--- config.mk ---
export PLATFORM = sky130hd
export DESIGN_NAME = bcd_sevenseg_scanner
export DESIGN_NICKNAME = d
export VERILOG_FILES = /design/src/rtl/bcd_sevenseg_scanner.sv
export SDC_FILE = /design/constraint.sdc
export NUM_CORES = 1
export LEC_CHECK = 0
export BUFFER_PORTS_ARGS = -buffer_cell sky130_fd_sc_hd__buf_2
export CELL_PAD_IN_SITES_DETAIL_PLACEMENT = 0
export CELL_PAD_IN_SITES_GLOBAL_PLACEMENT = 2
export CORE_MARGIN = 2
export CORE_UTILIZATION = 38
export DETAILED_ROUTE_END_ITERATION = 10
export GPL_ROUTABILITY_DRIVEN = 0
export GPL_TIMING_DRIVEN = 1
export HOLD_SLACK_MARGIN = 0.08
export PLACE_DENSITY = 0.78
export SYNTH_ARGS = -nofsm -noshare
export SYNTH_HDL_FRONTEND = slang
export SYNTH_SLANG_ARGS = --single-unit
--- constraint.sdc ---
create_clock -name clk -period 4.4 [get_ports clk]
set_input_delay 0.66 -clock clk [delete_from_list [all_inputs] [get_ports clk]]
set_output_delay 0.66 -clock clk [all_outputs]
set_load 0.01 [all_outputs]
--- src/rtl/bcd_sevenseg_scanner.sv ---
`timescale 1ns/1ps
// bcd_sevenseg_scanner
//   Display stage for the BCD adder chain. Takes a packed BCD result plus the
//   final decade carry over valid/ready and holds one pending result. The
//   pending result replaces the shown value only at a scan-frame boundary, so
//   one frame never mixes two values. Digits are time-multiplexed onto one
//   7-segment bus with a guard cycle per slot, leading-zero blanking and an
//   error flag for non-BCD digits.
// Ports
//   clk, rst_n  clock (rising edge), asynchronous active-low reset
//   in_valid    in_digits/in_carry valid
//   in_ready    pending buffer empty; transfer = in_valid & in_ready
//   in_digits   packed BCD digits, [3:0] least significant
//   in_carry    decade carry out of the adder chain
//   seg         segments {g,f,e,d,c,b,a}
//   dp          decimal point, shows the latched carry on the top digit
//   an          one-hot digit enable, an[0] = least significant digit
//   err         displayed value holds a digit > 9
module bcd_sevenseg_scanner #(
  parameter int unsigned NUM_DIGITS     = 4,
  parameter int unsigned REFRESH_DIV    = 1000,
  parameter int unsigned SEG_ACTIVE_LOW = 1,
  parameter int unsigned AN_ACTIVE_LOW  = 1
) (
  input  logic                    clk,
  input  logic                    rst_n,
  input  logic                    in_valid,
  output logic                    in_ready,
  input  logic [4*NUM_DIGITS-1:0] in_digits,
  input  logic                    in_carry,
  output logic [6:0]              seg,
  output logic                    dp,
  output logic [NUM_DIGITS-1:0]   an,
  output logic                    err
);

  localparam int unsigned DIG_W = 4 * NUM_DIGITS;
  localparam int unsigned CNT_W = (REFRESH_DIV > 1) ? $clog2(REFRESH_DIV) : 1;
  localparam int unsigned IDX_W = (NUM_DIGITS > 1) ? $clog2(NUM_DIGITS) : 1;

  localparam logic [CNT_W-1:0]      CNT_LAST = CNT_W'(REFRESH_DIV - 1);
  localparam logic [IDX_W-1:0]      IDX_LAST = IDX_W'(NUM_DIGITS - 1);
  // Inactive levels; XOR-ing an active-high value with these applies polarity.
  localparam logic [6:0]            SEG_OFF  = (SEG_ACTIVE_LOW != 0) ? 7'h7F : 7'h00;
  localparam logic                  DP_OFF   = (SEG_ACTIVE_LOW != 0);
  localparam logic [NUM_DIGITS-1:0] AN_OFF   = (AN_ACTIVE_LOW != 0) ? '1 : '0;

  typedef enum logic {BLANK, SCAN} state_t;

  state_t                state_q, state_nxt;
  logic [CNT_W-1:0]      cnt_q, cnt_nxt;
  logic [IDX_W-1:0]      idx_q, idx_nxt;
  logic [DIG_W-1:0]      pend_q, pend_nxt;
  logic                  pend_carry_q, pend_carry_nxt;
  logic [DIG_W-1:0]      disp_q, disp_nxt;
  logic                  carry_q, carry_nxt;
  logic                  ready_nxt;
  logic                  err_nxt;
  logic [6:0]            seg_nxt;
  logic                  dp_nxt;
  logic [NUM_DIGITS-1:0] an_nxt;

  logic                  boundary_c;
  logic                  swap_c;
  logic                  zero_run;
  logic [NUM_DIGITS-1:0] lz_blank;
  logic [NUM_DIGITS-1:0] an_hi;
  logic [6:0]            seg_hi;
  logic                  dp_hi;

  // Active-high gfedcba pattern; non-BCD codes show 'E'.
  function automatic logic [6:0] seg_decode(input logic [3:0] d);
    case (d)
      4'd0:    seg_decode = 7'h3F;
      4'd1:    seg_decode = 7'h06;
      4'd2:    seg_decode = 7'h5B;
      4'd3:    seg_decode = 7'h4F;
      4'd4:    seg_decode = 7'h66;
      4'd5:    seg_decode = 7'h6D;
      4'd6:    seg_decode = 7'h7D;
      4'd7:    seg_decode = 7'h07;
      4'd8:    seg_decode = 7'h7F;
      4'd9:    seg_decode = 7'h6F;
      default: seg_decode = 7'h79;
    endcase
  endfunction

  // Next-state and next-output logic; outputs are computed from the next
  // cnt/idx/display so the registered outputs line up with those registers.
  always_comb begin
    state_nxt      = state_q;
    cnt_nxt        = cnt_q + CNT_W'(1);
    idx_nxt        = idx_q;
    pend_nxt       = pend_q;
    pend_carry_nxt = pend_carry_q;
    disp_nxt       = disp_q;
    carry_nxt      = carry_q;
    ready_nxt      = in_ready;
    err_nxt        = 1'b0;
    lz_blank       = '0;
    zero_run       = 1'b1;
    an_hi          = '0;
    seg_hi         = 7'h00;
    dp_hi          = 1'b0;

    boundary_c = (cnt_q == CNT_LAST) && (idx_q == IDX_LAST);
    swap_c     = boundary_c && !in_ready;

    if (cnt_q == CNT_LAST) begin
      cnt_nxt = '0;
      idx_nxt = (idx_q == IDX_LAST) ? '0 : idx_q + IDX_W'(1);
    end

    // Buffer is empty whenever in_ready is high, so swap and load never collide.
    if (swap_c) begin
      disp_nxt  = pend_q;
      carry_nxt = pend_carry_q;
      ready_nxt = 1'b1;
    end else if (in_valid && in_ready) begin
      pend_nxt       = in_digits;
      pend_carry_nxt = in_carry;
      ready_nxt      = 1'b0;
    end

    case (state_q)
      BLANK:   if (swap_c) state_nxt = SCAN;
      SCAN:    state_nxt = SCAN;
      default: state_nxt = BLANK;
    endcase

    // Walk from the top digit down; a digit is blanked while everything above
    // and including it is zero. Non-BCD codes break the zero run.
    for (int unsigned k = 0; k < NUM_DIGITS; k++) begin
      int unsigned p;
      p        = NUM_DIGITS - 1 - k;
      zero_run = zero_run && (disp_nxt[p*4 +: 4] == 4'd0);
      lz_blank[p] = zero_run && (p != 0);
      if (disp_nxt[p*4 +: 4] > 4'd9) err_nxt = 1'b1;
    end

    if ((state_nxt == SCAN) && (cnt_nxt != '0)) begin
      for (int unsigned i = 0; i < NUM_DIGITS; i++) begin
        if (idx_nxt == IDX_W'(i)) begin
          an_hi[i] = 1'b1;
          seg_hi   = lz_blank[i] ? 7'h00 : seg_decode(disp_nxt[i*4 +: 4]);
          dp_hi    = (i == NUM_DIGITS - 1) && carry_nxt;
        end
      end
    end

    seg_nxt = seg_hi ^ SEG_OFF;
    dp_nxt  = dp_hi ^ DP_OFF;
    an_nxt  = an_hi ^ AN_OFF;
  end

  // All state and outputs.
  always_ff @(posedge clk or negedge rst_n) begin
    if (!rst_n) begin
      state_q      <= BLANK;
      cnt_q        <= '0;
      idx_q        <= '0;
      pend_q       <= '0;
      pend_carry_q <= 1'b0;
      disp_q       <= '0;
      carry_q      <= 1'b0;
      in_ready     <= 1'b1;
      err          <= 1'b0;
      seg          <= SEG_OFF;
      dp           <= DP_OFF;
      an           <= AN_OFF;
    end else begin
      state_q      <= state_nxt;
      cnt_q        <= cnt_nxt;
      idx_q        <= idx_nxt;
      pend_q       <= pend_nxt;
      pend_carry_q <= pend_carry_nxt;
      disp_q       <= disp_nxt;
      carry_q      <= carry_nxt;
      in_ready     <= ready_nxt;
      err          <= err_nxt;
      seg          <= seg_nxt;
      dp           <= dp_nxt;
      an           <= an_nxt;
    end
  end

endmodule

==> impl_metrics.yaml, run 1 <==
setup_path:
  crit_arrival_ns: 3.90
  cp_slowest_cell: "mux2i_1"
  crit_type: "flop to flop"
  required_ns: 4.67
  start_kind: "flop"
  path_common_cell: "ha_1"
  worstPathCellList: "ha_1 -> and3_1 -> nand4_4 -> mux2i_1 -> ha_1 -> nand3_1 -> mux2_2 -> o21ai_1 -> a21oi_1 -> o22a_1 -> o21ai_0"
  r2r_start: "cnt_q[0]$_DFF_PN0_"
  cpPeakStageDelay_ns: 0.53
  startpoint: "cnt_q[0]$_DFF_PN0_"
  end_kind: "flop"
  critPathBufInv: 0
  crit_path_max_fanout: 24
  critical_path.top_delay_family: "compound AO/OA/AOI/OAI gates"
routing:
  route.vias.total: 2749
  drt-pass1-iter-count: 4
  drt-wirelength-per-cell_um: 17.1
  vias_per_cell: 5.48
  drc: 0
  dr.first_iter.drc_count: 82
  postRouteAntennaNets: 0
  totalWireLength_mm: 8.61
global_routing:
  antenna_found_initial: 0
  grt-ovfl-total: 0
  grt_pass1_wl_mm: 14.4
  grt_pass1_vias: 2805
  globalRouteTotalUtil: 0.184
  grt_max_degree: 43
floorplan:
  die_width_um: 101
  start_util: 0.388
  io_pins: 34
  coreArea_mm2: 0.00915
  die_y_um: 101
  rows: 35
  design.die.area_mm2: 0.0101
pwr:
  ir_drop_v: 0.000137
  p_per_area_mw_per_mm2: 301
  power_leakage_nw: 1.95
sta:
  finalSetupViolations: 0
  slew_headroom: 0.358
  hold_viol_final: 0
  period_share: 0.826
  period_needed_ns: 3.63
  rsz0062_at_grt: "no"
  setup_tns_ns: 0
  slew_viol_final: 0
  tightestPinTransition_ns: 0.963
  skew_ns: 0.0123
  max_freq_mhz: 275
  hold_ws_ns: 0.458
clocking:
  htree_levels: 3
  clock-sinks: 61
  holdBufCountCts: 0
  cts_resized: 0
  cts_tree: "yes"
  cts_buffers: 9
  cts_buffer_depth: 2
  clk_pin_slew_worst_paths_ns: 0.08
  cts_root_buffer: "clkbuf_8"
  post_cts.repair.setup_buffers: 0
  clk-insertion-delay-late_ns: 0.35
logic_synthesis:
  ys.flop_type: "dfrtp_1"
  yosys.area_share.simple: 0.182
  synth_top_family_by_area: "simple AND/OR/NAND/NOR gates"
  synth.distinct_cells: 61
  synth_seq_area_share: 0.435
  netlist_instances: 348
  synth_adder_area_share: 0.0599
  yosys.area_share.xor_xnor: 0.00987
  synth-edff-count: 0
  synth_compound_area_frac: 0.149
  synth_mux_area_frac: 0.112
  ys_ff_latch: 61
  syn_nets: 385
  avgSynthCellArea_um2: 10.2
  ys_warn_count: 0
  async_flop_share: 1.00
  syn-cell-area_mm2: 0.00355
layout:
  fillers: 893
  final_util: 0.441
  final_common_cell: "dfrtp_1"
  diodes: 0
  seq_area_mm2: 0.00154
  layout-drive-gt1-share: 0.256
  syn_to_final_growth_pct: 13.7
  mostFrequentLayoutCells: "dfrtp_1, buf_2, nand2_1, inv_1, mux2_2"
  multi_input_area_mm2: 0.00182
  layout.nets: 423
min_path:
  hp-class: "input port to asynchronous set/reset pin"
placement:
  dpl.hpwl_mm: 6.21
  io_buffers: 33
run_status:
  status: "completed"
flow_run:
  cap_viol_max_count: 0
-- routing by layer --
layer  track usage  part of all wire  vias to the layer above
met5             0                 0                        -
met4        0.0653             0.019                        0
met3        0.0465             0.037                       14
met2         0.289              0.46                       47
met1         0.248              0.48                     1318
li1              -                 -                     1370
-- cell usage after synthesis (all sizes together) (2+ instances only) --
| library cell | number | area, um^2 |
|---|---|---|
| dfrtp | 48 | 1200 |
| inv | 30 | 113 |
| nand2 | 29 | 109 |
| mux2 | 18 | 203 |
| ha | 17 | 213 |
| mux2i | 17 | 195 |
| nor3 | 17 | 96.4 |
| o21ai | 17 | 85.1 |
| a21oi | 16 | 80.1 |
| nand3 | 16 | 80.1 |
| dfstp | 13 | 342 |
| nor2 | 11 | 41.3 |
| nor3b | 11 | 93.8 |
| buf | 8 | 65.1 |
| and3 | 7 | 48.8 |
| o22ai | 6 | 37.5 |
| a211oi | 5 | 47.5 |
| nand3b | 5 | 37.5 |
| a32oi | 4 | 35.0 |
| nor4 | 4 | 25.0 |
| o211ai | 4 | 30.0 |
| nand4 | 3 | 33.8 |
| a2111oi | 2 | 17.5 |
| a21o | 2 | 15.0 |
| a22oi | 2 | 15.0 |
| a311o | 2 | 20.0 |
| a31oi | 2 | 18.8 |
| clkbuf | 2 | 7.51 |
| nor2b | 2 | 12.5 |
| o22a | 2 | 17.5 |
| o311ai | 2 | 17.5 |
| o32ai | 2 | 17.5 |
| or3 | 2 | 12.5 |
| or4 | 2 | 15.0 |
| xnor2 | 2 | 17.5 |
| xor2 | 2 | 17.5 |
-- final cells by class --
class | count | share of cell area
inverters | 30 | 0.0279
clock buffers | 9 | 0.0307
repair buffers | 37 | 0.0484
multi-input cells | 247 | 0.451
well taps | 111 | 0.0344
clock inverters | 7 | 0.0248
flip-flops and latches | 61 | 0.382
-- stage by stage --
step,cell area (um^2),setup slack (ns),std cells,total power [mW]
2_1_floorplan,3550,1.24,348,0.626
3_3_place_gp,3810,0.996,486,0.655
3_5_place_dp,3810,0.839,486,0.656
4_1_cts,4040,0.783,502,1.23
5_1_grt,4040,0.428,502,1.26
6_report,4040,0.767,502,1.21
-- registers in the layout (all words and copies together), names as in the netlist, 2 cells and up --
signal / count
cnt_q: 10
seg: 7
idx_q: 2
an: 4
disp_q: 16
pend_q: 16
-- path summary, 6_finish.rpt --
kind,to,slack [ns],cells past startpoint
worst max-delay path,seg[1]$_DFF_PN1_,0.77,11
worst min-delay path,pend_q[8]$_DFFE_PN0P_,0.46,1
worst max register to register,seg[1]$_DFF_PN1_,0.77,11
worst min register to register,carry_q$_DFF_PN0_,0.48,2
max in group asynchronous,in_ready$_DFFE_PN1P_,3.03,2
min in group clk,carry_q$_DFF_PN0_,0.48,2
-- report_power, final --
| part | internal [mW] | switching (mW) |
|---|---|---|
| Sequential | 0.579 | 0.0227 |
| Clock | 0.321 | 0.248 |
| Combinational | 0.0237 | 0.0189 |
-- logic make-up (layout without fill, tap and decap cells) --
group | count (synthesis) | count (layout)
DFF | 61 | 61
AOI/OAI and AO/OA | 77 | 77
and+or+nand+nor | 114 | 114
adders and majority gates | 17 | 17
xor gates and xnor gates | 4 | 4
muxes | 35 | 35
buffers and inverters | 40 | 83
-- worst register-to-register path, stage by stage (launching register included) --
cell and delay, ns:
dfrtp_1 0.41, ha_1 0.27, and3_1 0.27, nand4_4 0.42, mux2i_1 0.53, ha_1 0.33, nand3_1 0.09, mux2_2 0.29
o21ai_1 0.43, a21oi_1 0.13, o22a_1 0.23, o21ai_0 0.15
Power figures use the tool's default switching activity.
==> run 2, diff against run 1 <==
--- a/config.mk
+++ b/config.mk
@@ -9,12 +9,12 @@
 export CELL_PAD_IN_SITES_DETAIL_PLACEMENT = 0
 export CELL_PAD_IN_SITES_GLOBAL_PLACEMENT = 2
 export CORE_MARGIN = 2
-export CORE_UTILIZATION = 38
+export CORE_UTILIZATION = 35
 export DETAILED_ROUTE_END_ITERATION = 10
 export GPL_ROUTABILITY_DRIVEN = 0
 export GPL_TIMING_DRIVEN = 1
 export HOLD_SLACK_MARGIN = 0.08
-export PLACE_DENSITY = 0.78
+export PLACE_DENSITY = 0.75
 export SYNTH_ARGS = -nofsm -noshare
 export SYNTH_HDL_FRONTEND = slang
 export SYNTH_SLANG_ARGS = --single-unit
==> constraint.sdc (replaced) <==
create_clock -name clk -period 3.2 [get_ports clk]
set_input_delay 0.48 -clock clk [delete_from_list [all_inputs] [get_ports clk]]
set_output_delay 0.48 -clock clk [all_outputs]
set_load 0.01 [all_outputs]
==> run 2 against run 1 <==
Against the previous run: first-iteration DRC count increased by 16%; clock power increased by 29%; register-to-register slack got worse by 0.59 ns; cell count increased by 8.2%; critical path depth unchanged; sequential power increased by 38%; worst hold slack got worse by 0.35 ns; critical endpoint is now seg[3]$_DFF_PN1_; largest cell class unchanged; largest power group unchanged; highest routed layer unchanged.
==> impl_metrics.yaml, run 2 (synthesized netlist as in run 1, its figures left out) <==
run_status:
  status: "completed"
pwr:
  power.internal_mw: 1.25
  power_frac_clock: 0.452
  switching_power_mw: 0.370
  p_seq_frac: 0.510
  comb_power_share: 0.037
  swShare: 0.228
  ir_drop_v: 0.000160
  power_leakage_nw: 2.04
  p_per_area_mw_per_mm2: 385
floorplan:
  die_width_um: 105
  rows: 36
  io_pins: 34
  coreArea_mm2: 0.00982
  die_y_um: 105
  start_util: 0.361
  design.die.area_mm2: 0.0110
sta:
  skew_ns: 0.0129
  finalSetupViolations: 0
  slew_headroom: 0.396
  slew_viol_final: 0
  period_needed_ns: 3.02
  setup_tns_ns: 0
  hold_viol_final: 0
  hold_ws_ns: 0.113
  rsz0062_at_grt: "no"
  max_freq_mhz: 331
  tightestPinTransition_ns: 0.904
  period_share: 0.944
layout:
  stdcell_count: 543
  final_util: 0.430
  final_common_cell: "dfrtp_1"
  diodes: 0
  mostFrequentLayoutCells: "dfrtp_1, buf_2, nand2_1, inv_1, buf_4"
  layout-drive-gt1-share: 0.288
  top_regs: "disp_q (16), pend_q (16), cnt_q (10)"
  syn_to_final_growth_pct: 18.8
  layout.nets: 442
clocking:
  htree_levels: 3
  cts_buffer_depth: 2
  cts_resized: 0
  clock-sinks: 61
  holdBufCountCts: 0
  cts_tree: "yes"
  cts_root_buffer: "clkbuf_8"
  clk_pin_slew_worst_paths_ns: 0.07
  cts_buffers: 9
  clk-insertion-delay-late_ns: 0.35
setup_path:
  end_kind: "flop"
  cp_slowest_cell: "or4_1"
  required_ns: 3.47
  worstPathCellList: "ha_1 -> and3_1 -> nand4_4 -> buf_12 -> buf_4 -> mux2i_1 -> ha_1 -> or4_1 -> a21oi_1 -> o22ai_1 -> a32oi_1"
  cpPeakStageDelay_ns: 0.54
  crit_arrival_ns: 3.29
  path_common_cell: "ha_1"
  crit_type: "flop to flop"
  start_kind: "flop"
  crit_path_max_fanout: 13
global_routing:
  grt_pass1_vias: 2777
  antenna_found_initial: 0
  globalRouteTotalUtil: 0.172
  grt_pass1_wl_mm: 14.7
  grt-ovfl-total: 0
  grt_max_degree: 25
placement:
  dpl.hpwl_mm: 6.70
  dp.cells: 524
  io_buffers: 33
routing:
  postRouteAntennaNets: 0
  drt-pass1-iter-count: 4
  drc: 0
  totalWireLength_mm: 8.93
  dr.first_iter.drc_count: 95
  drt-wirelength-per-cell_um: 16.5
  route.vias.total: 2841
  vias_per_cell: 5.23
flow_run:
  cap_viol_max_count: 0
min_path:
  hp-class: "input port to asynchronous set/reset pin"
## run 2: layer usage
layer  vias up  part of all wire  global-route usage
met1      1376              0.48               0.233
li1       1396                 -                   -
met3        17             0.031              0.0331
met4         0             0.024              0.0714
met5         -                 0                   0
met2        52              0.47               0.269
## run 2: cell type report
cell class              instances  area (um^2)
flip-flops and latches         61         1540
repair buffers                 56          363
inverters                      30          113
multi-input cells             247         1820
fillers                       997         5600
clock buffers                  13          169
clock inverters                 3         42.5
well taps                     133          166
## run 2: power by group through the flow
stage / sequential (mW) / combinational (mW) / clock (mW)
after CTS: 0.828 / 0.0631 / 0.746
after global routing: 0.833 / 0.0697 / 0.787
after detailed placement: 0.843 / 0.0626 / 0
after global placement: 0.842 / 0.0612 / 0
final: 0.828 / 0.0602 / 0.734
after floorplan: 0.832 / 0.0297 / 0
## run 2: stage by stage
stage	total power [mW]	setup slack, ns	area [um^2]
final	1.62	0.180	4220
after global routing	1.69	0.00212	4220
after CTS	1.64	0.135	4180
after detailed placement	0.905	0.177	3970
after global placement	0.903	0.178	3970
after floorplan	0.861	0.0375	3550
## run 2: path summary, 6_finish.rpt
check                                        start                   end  slack [ns]  cells past startpoint
worst min register to register   state_q$_DFF_PN0_     state_q$_DFF_PN0_        0.46                      2
worst max register to register  cnt_q[0]$_DFF_PN0_      seg[3]$_DFF_PN1_        0.18                     11
worst max-delay path            cnt_q[0]$_DFF_PN0_      seg[3]$_DFF_PN1_        0.18                     11
worst min-delay path                         rst_n   disp_q[4]$_DFF_PN0_        0.11                      1
max in group asynchronous                    rst_n          dp$_DFF_PN1_        2.32                      2
min in group clk                          in_valid  in_ready$_DFFE_PN1P_        0.29                      2
## run 2: what timing repair did
item | in CTS | in global routing
endpoints found under the setup margin | 0 | 5
setup buffers | 0 | 3
hold endpoints to repair | 0 | 0
## run 2: critical path: cells and delay by family, from the launching register on
| family | cells | cell delay (ns) |
|---|---|---|
| multiplexers | 1 | 0.18 |
| flip-flops | 1 | 0.40 |
| adder cells (fa/ha/maj) | 2 | 0.51 |
| AND/OR/NAND/NOR | 3 | 0.97 |
| AO/OA/AOI/OAI | 3 | 0.48 |
| buffers and inverters | 2 | 0.39 |
